[src/rtl/addsub_seq_ctrl_if.sv]
// Operand/handshake/display bundle for the add/subtract sequencer.
// master = operator side (switches, start button, display sink); slave = the sequencer.
interface addsub_seq_ctrl_if;
  logic [3:0] a;
  logic [3:0] b;
  logic       sum_rest;
  logic       start;
  logic       busy;
  logic       done;
  logic [6:0] segm;
  logic [3:0] transistor;

  modport master (
    output a, b, sum_rest, start,
    input  busy, done, segm, transistor
  );

  modport slave (
    input  a, b, sum_rest, start,
    output busy, done, segm, transistor
  );
endinterface

[src/rtl/addsub_seq_ctrl.sv]
// 4-bit add/subtract sequencer: capture, compute, BCD-convert, then show the result
// on a 4-digit multiplexed active-low 7-segment display.
module addsub_seq_ctrl #(
  parameter int unsigned REFRESH_DIV = 50000
) (
  input logic               clk,
  input logic               rst_n,
  addsub_seq_ctrl_if.slave  bus
);

  localparam int unsigned    PW        = (REFRESH_DIV > 1) ? $clog2(REFRESH_DIV) : 1;
  localparam logic [PW-1:0]  PRESC_MAX = PW'(REFRESH_DIV - 1);

  localparam logic [6:0] SEG_BLANK = 7'b1111111;
  localparam logic [6:0] SEG_MINUS = 7'b0111111;
  localparam logic [6:0] SEG_A     = 7'b0001000;
  localparam logic [6:0] SEG_5     = 7'b0010010;

  typedef enum logic [1:0] {
    IDLE = 2'd0,
    CALC = 2'd1,
    CONV = 2'd2,
    SHOW = 2'd3
  } state_t;

  state_t      state_q, state_d;
  logic [3:0]  a_q, a_d;
  logic [3:0]  b_q, b_d;
  logic        op_q, op_d;
  logic [5:0]  res_q, res_d;
  logic        disp_op_q, disp_op_d;
  logic        disp_neg_q, disp_neg_d;
  logic [1:0]  disp_tens_q, disp_tens_d;
  logic [3:0]  disp_units_q, disp_units_d;
  logic        valid_q, valid_d;
  logic        done_q, done_d;
  logic [PW-1:0] presc_q, presc_d;
  logic [1:0]  digit_q, digit_d;

  logic [5:0]  mag;
  logic [5:0]  rem;
  logic [1:0]  tens;
  logic [6:0]  seg_sel;

  function automatic logic [6:0] seg_dec(input logic [3:0] v);
    case (v)
      4'd0:    return 7'b1000000;
      4'd1:    return 7'b1111001;
      4'd2:    return 7'b0100100;
      4'd3:    return 7'b0110000;
      4'd4:    return 7'b0011001;
      4'd5:    return 7'b0010010;
      4'd6:    return 7'b0000010;
      4'd7:    return 7'b1111000;
      4'd8:    return 7'b0000000;
      4'd9:    return 7'b0010000;
      default: return SEG_BLANK;
    endcase
  endfunction

  // Magnitude is at most 30, so a compare chain replaces a divider.
  always_comb begin
    mag  = res_q[5] ? (~res_q + 6'd1) : res_q;
    tens = 2'd0;
    rem  = mag;
    if (mag >= 6'd30) begin
      tens = 2'd3;
      rem  = mag - 6'd30;
    end else if (mag >= 6'd20) begin
      tens = 2'd2;
      rem  = mag - 6'd20;
    end else if (mag >= 6'd10) begin
      tens = 2'd1;
      rem  = mag - 6'd10;
    end
  end

  always_comb begin
    state_d      = state_q;
    a_d          = a_q;
    b_d          = b_q;
    op_d         = op_q;
    res_d        = res_q;
    disp_op_d    = disp_op_q;
    disp_neg_d   = disp_neg_q;
    disp_tens_d  = disp_tens_q;
    disp_units_d = disp_units_q;
    valid_d      = valid_q;
    done_d       = 1'b0;
    case (state_q)
      IDLE, SHOW: begin
        if (bus.start) begin
          a_d     = bus.a;
          b_d     = bus.b;
          op_d    = bus.sum_rest;
          state_d = CALC;
        end
      end
      CALC: begin
        res_d   = op_q ? ({2'b00, a_q} - {2'b00, b_q})
                       : ({2'b00, a_q} + {2'b00, b_q});
        state_d = CONV;
      end
      CONV: begin
        disp_op_d    = op_q;
        disp_neg_d   = res_q[5];
        disp_tens_d  = tens;
        disp_units_d = rem[3:0];
        valid_d      = 1'b1;
        done_d       = 1'b1;
        state_d      = SHOW;
      end
      default: state_d = IDLE;
    endcase
  end

  // Scan runs independently of the FSM so the display never freezes mid-computation.
  always_comb begin
    presc_d = presc_q + PW'(1);
    digit_d = digit_q;
    if (presc_q == PRESC_MAX) begin
      presc_d = '0;
      digit_d = digit_q + 2'd1;
    end
  end

  always_ff @(posedge clk or negedge rst_n) begin
    if (!rst_n) begin
      state_q      <= IDLE;
      a_q          <= '0;
      b_q          <= '0;
      op_q         <= 1'b0;
      res_q        <= '0;
      disp_op_q    <= 1'b0;
      disp_neg_q   <= 1'b0;
      disp_tens_q  <= '0;
      disp_units_q <= '0;
      valid_q      <= 1'b0;
      done_q       <= 1'b0;
      presc_q      <= '0;
      digit_q      <= '0;
    end else begin
      state_q      <= state_d;
      a_q          <= a_d;
      b_q          <= b_d;
      op_q         <= op_d;
      res_q        <= res_d;
      disp_op_q    <= disp_op_d;
      disp_neg_q   <= disp_neg_d;
      disp_tens_q  <= disp_tens_d;
      disp_units_q <= disp_units_d;
      valid_q      <= valid_d;
      done_q       <= done_d;
      presc_q      <= presc_d;
      digit_q      <= digit_d;
    end
  end

  // segm and transistor derive from the same registers, so they never skew.
  always_comb begin
    case (digit_q)
      2'd0:    seg_sel = seg_dec(disp_units_q);
      2'd1:    seg_sel = (disp_tens_q == 2'd0) ? SEG_BLANK : seg_dec({2'b00, disp_tens_q});
      2'd2:    seg_sel = disp_neg_q ? SEG_MINUS : SEG_BLANK;
      default: seg_sel = disp_op_q ? SEG_5 : SEG_A;
    endcase
  end

  assign bus.segm       = valid_q ? seg_sel : SEG_BLANK;
  assign bus.transistor = valid_q ? ~(4'b0001 << digit_q) : 4'b1111;
  assign bus.busy       = (state_q == CALC) || (state_q == CONV);
  assign bus.done       = done_q;

endmodule

[src/flat_wrapper.sv]
// flat-port wrapper written by rule: the top's interface ports become plain ports
module addsub_seq_ctrl_flat 
#(
  parameter int unsigned REFRESH_DIV = 50000
)
  (clk, rst_n, bus_a, bus_b, bus_sum_rest, bus_start, bus_busy, bus_done, bus_segm, bus_transistor);
  addsub_seq_ctrl_if bus_i ();
  input logic clk;
  input logic rst_n;
  input wire logic [$bits(bus_i.a)-1:0] bus_a;
  input wire logic [$bits(bus_i.b)-1:0] bus_b;
  input wire logic [$bits(bus_i.sum_rest)-1:0] bus_sum_rest;
  input wire logic [$bits(bus_i.start)-1:0] bus_start;
  output wire logic [$bits(bus_i.busy)-1:0] bus_busy;
  output wire logic [$bits(bus_i.done)-1:0] bus_done;
  output wire logic [$bits(bus_i.segm)-1:0] bus_segm;
  output wire logic [$bits(bus_i.transistor)-1:0] bus_transistor;
  assign bus_i.a = bus_a;
  assign bus_i.b = bus_b;
  assign bus_i.sum_rest = bus_sum_rest;
  assign bus_i.start = bus_start;
  assign bus_busy = bus_i.busy;
  assign bus_done = bus_i.done;
  assign bus_segm = bus_i.segm;
  assign bus_transistor = bus_i.transistor;
  addsub_seq_ctrl #(.REFRESH_DIV(REFRESH_DIV)) u_core (.clk(clk), .rst_n(rst_n), .bus(bus_i));
endmodule
[config.mk]
export PLATFORM = sky130hd
export DESIGN_NAME = addsub_seq_ctrl_flat
export DESIGN_NICKNAME = d
export VERILOG_FILES = /design/src/rtl/addsub_seq_ctrl_if.sv /design/src/rtl/addsub_seq_ctrl.sv /design/src/flat_wrapper.sv
export SDC_FILE = /design/constraint.sdc
export NUM_CORES = 1
export LEC_CHECK = 0
export CORE_ASPECT_RATIO = 0.7
export CORE_MARGIN = 2
export CORE_UTILIZATION = 45
export DETAILED_ROUTE_END_ITERATION = 6
export SETUP_SLACK_MARGIN = 0.3
export SYNTH_ARGS = -nofsm -noshare
export SYNTH_HDL_FRONTEND = slang
export SYNTH_SLANG_ARGS = --single-unit
[constraint.sdc]
create_clock -name clk -period 4.71 [get_ports clk]
set_input_delay 1.1775 -clock clk [delete_from_list [all_inputs] [get_ports clk]]
set_output_delay 1.1775 -clock clk [all_outputs]
set_load 0.05 [all_outputs]
==> results.sh <==
export IMPL_finalSetupTns_ns=0
export IMPL_post_cts_resized=0
export IMPL_grt_pass1_vias=2037
export IMPL_hp_start="u_core.presc_q[0]"
export IMPL_track_usage_pct=16.9
export IMPL_io_pins=25
export IMPL_crit_type="reg2out"
export IMPL_async_flop_share_pct=100
export IMPL_path_depth=9
export IMPL_final_cell_mix="dfrtp_1, nor2_1, nand2_1"
export IMPL_synth_cell_area_um2=2960
export IMPL_cts_buffer_depth=2
export IMPL_r2r_end="u_core.disp_units_q[3]"
export IMPL_syn_nets=354
export IMPL_synth_cell_types=55
export IMPL_start_kind="register"
export IMPL_clock_latency_ns=0.30
export IMPL_rsz0062_at_grt="false"
export IMPL_worst_path_buf_inv=2
export IMPL_power_switching_w=0.00115
export IMPL_layout_drive_gt1_share_pct=10.1
export IMPL_p_leak_nw=1.47
export IMPL_tightestPinTransition_ns=1.07
export IMPL_cts_tree="yes"
export IMPL_grt_busiest_layer="met1"
export IMPL_fin_skew_ns=0.00798
export IMPL_reg2reg_depth=10
export IMPL_overflow=0
export IMPL_synth_edff_count=0
export IMPL_nets=375
export IMPL_crit_path_end="bus_segm[3]"
export IMPL_ys_seq_elements=45
export IMPL_use_met3_pct=3.32
export IMPL_cap_violations=0
export IMPL_postRouteAntennaNets=0
export IMPL_p_comb_share_pct=61.8
export IMPL_route_vias_total=2160
export IMPL_mostFrequentLayoutCell="dfrtp_1"
export IMPL_status="complete, no violations"
export IMPL_initial_utilization_pct=46.9
export IMPL_yosys_area_top_type="dfrtp_1"
export IMPL_cts_reportedPaths_clkPinSlew_ns=0.09
export IMPL_cp_top_family="buffers and inverters"
export IMPL_rrSetupSlack_ns=1.89
export IMPL_dieArea_um2=7250
export IMPL_chipWidth_um=101
export IMPL_h_tree_depth=2
export IMPL_power_frac_clock_pct=10.5
export IMPL_cts_hold_buf=0
export IMPL_grt_pass1_wl_um=9700
export IMPL_worstPathArrival_ns=2.68
export IMPL_min_period_ns=3.86
export IMPL_route_detailed_vias_per_inst=5.23
export IMPL_max_freq_mhz=259
export IMPL_cts_buffers=5
export IMPL_slew_headroom_pct=27.8
export IMPL_hold_violations=0
export IMPL_p_seq_share_pct=27.7
export IMPL_cp_required_ns=3.53
export IMPL_dp_hpwl_um=4170
export IMPL_core_area_um2=6310
export IMPL_cp_startpoint="u_core.disp_units_q[1]"
export IMPL_cts_setup_buffers=0
export IMPL_finalSetupViolations=0
export IMPL_cts_sink_count=45
export IMPL_die_y_um=71.9
export IMPL_layout_worst_path_cycle_share_pct=81.9
export IMPL_crit_path_cell_trace="inv_1 > ha_1 > nor2_1 > a21oi_1 > o21ai_0 > a21oi_1 > o41ai_1 > nand2_1 > clkdlybuf4s50_1"
export IMPL_worst_slack_ns=0.854
export IMPL_critical_path_slowest_cell="clkdlybuf4s50_1"
export IMPL_min_path_type="reg2reg"
export IMPL_antenna_found_initial=0
export IMPL_grt_util_met2_pct=22.4
export IMPL_vdd_ir_drop_max_mv=0.363
export IMPL_wl_um=5540
export IMPL_pre_cts_ws_ns=1.20
export IMPL_r2r_start="u_core.res_q[0]"
export IMPL_detail_route_iter0_violations=92
export IMPL_synth_area_leaders="dfrtp_1, ha_1, mux2_2"
export IMPL_diodes=0
export IMPL_power_density_nw_per_um2=714
export IMPL_avgSynthCellArea_um2=9.46
export IMPL_end_kind="output port"
export IMPL_io_buffers=24
export IMPL_post_route_drc_count=0
export IMPL_first_pass_iters=4
export IMPL_synth_top_area_share_pct=38.0
export IMPL_hold_ws_ns=0.501
export IMPL_syn_to_final_growth_pct=12.6
export IMPL_place_congestion=0.814
export IMPL_switching_share_pct=48.2
export IMPL_wire_per_inst_um=13.4
export IMPL_ys_seq_area_share_pct=38.0
export IMPL_clock_root_buffer="clkbuf_8"
export IMPL_crit_top_cell="a21oi_1"
export IMPL_rows=24
export IMPL_dpl_cell_count=405
export IMPL_slew_violations=0
export IMPL_max_stage_delay_ns=0.71
export IMPL_met1_usage_pct=27.5
export IMPL_fillCellCount=589
export IMPL_synth_ff_type="dfrtp_1"
export IMPL_cp_max_fo=7
export IMPL_grt_max_degree=46
export IMPL_internal_power_w=0.00123
export IMPL_synth_cells=313
export IMPL_instances_no_fill=413
export IMPL_yosysWarnings=0
final cells by class:
| class | instances | area [µm²] | area share [%] |
|---|---|---|---|
| clock buffers | 6 | 82.6 | 2.48 |
| multi-input cells | 231 | 1680 | 50.3 |
| flip-flops and latches | 45 | 1130 | 33.8 |
| repair buffers | 24 | 235 | 7.05 |
| inverters | 27 | 101 | 3.04 |
| well taps | 78 | 97.6 | 2.93 |
| clock inverters | 2 | 13.8 | 0.413 |
how the worst min path moves through the flow:
stage,slack [ns],endpoint,cells after the start
final,0.50,u_core.presc_q[0],1
after global routing,0.53,u_core.presc_q[0],1
after CTS,0.50,u_core.presc_q[0],1
after detailed placement,0.49,u_core.presc_q[0],1
after global placement,0.48,u_core.presc_q[0],1
after floorplan,0.45,u_core.valid_q,1
cells by family after synthesis:
family | count (synthesis) | share of synthesized area (%)
simple gates | 102 | 16.4
compound gates | 63 | 15.0
flops | 45 | 38.0
buf+inv | 37 | 5.49
fa+ha+maj | 29 | 12.8
xor+xnor | 22 | 6.76
mux | 15 | 5.58
power by group through the flow:
stage               clock network (W)  registers, W  logic (W)
detailed placement                  0      0.000669    0.00147
finish                       0.000250      0.000660    0.00147
floorplan                           0      0.000598    0.00118
global route                 0.000279      0.000686    0.00163
global placement                    0      0.000665    0.00146
CTS                          0.000263      0.000661    0.00148
flip-flops by register name, summed over array words and instances, names as in the netlist:
register,flops
u_core.b_q,4
u_core.op_q,1
u_core.bus.done,1
u_core.digit_q,2
u_core.state_q,2
u_core.presc_q,16
u_core.valid_q,1
u_core.disp_op_q,1
u_core.disp_tens_q,2
u_core.a_q,4
u_core.res_q,6
u_core.disp_units_q,4
u_core.disp_neg_q,1
Yosys cell counts, drive strengths merged (4+ instances only):
cell,count
buf,6
nand2,29
nand2b,4
xnor2,12
o31ai,4
nor3,6
mux2,12
xor2,10
ha,27
a21oi,12
dfrtp,45
nor2b,7
nand4,5
clkbuf,4
inv,27
a31oi,4
nand3,8
o21ai,24
nor2,30
routing by layer:
metal | routed length (µm) | part of all wire [%]
met1 | 3130 | 56
met2 | 2180 | 39
met3 | 186 | 3.4
met4 | 44 | 0.79
met5 | 0 | 0
per-stage QoR:
step / cell area [µm²] / utilization [%] / total power (W)
detailed placement: 3240 / 51.3 / 0.00214
floorplan: 2960 / - / 0.00178
global placement: 3240 / 51.3 / 0.00213
global route: 3330 / 52.9 / 0.00259
finish: 3330 / 52.9 / 0.00238
CTS: 3330 / 52.9 / 0.00240
Power figures use the tool's default switching activity.
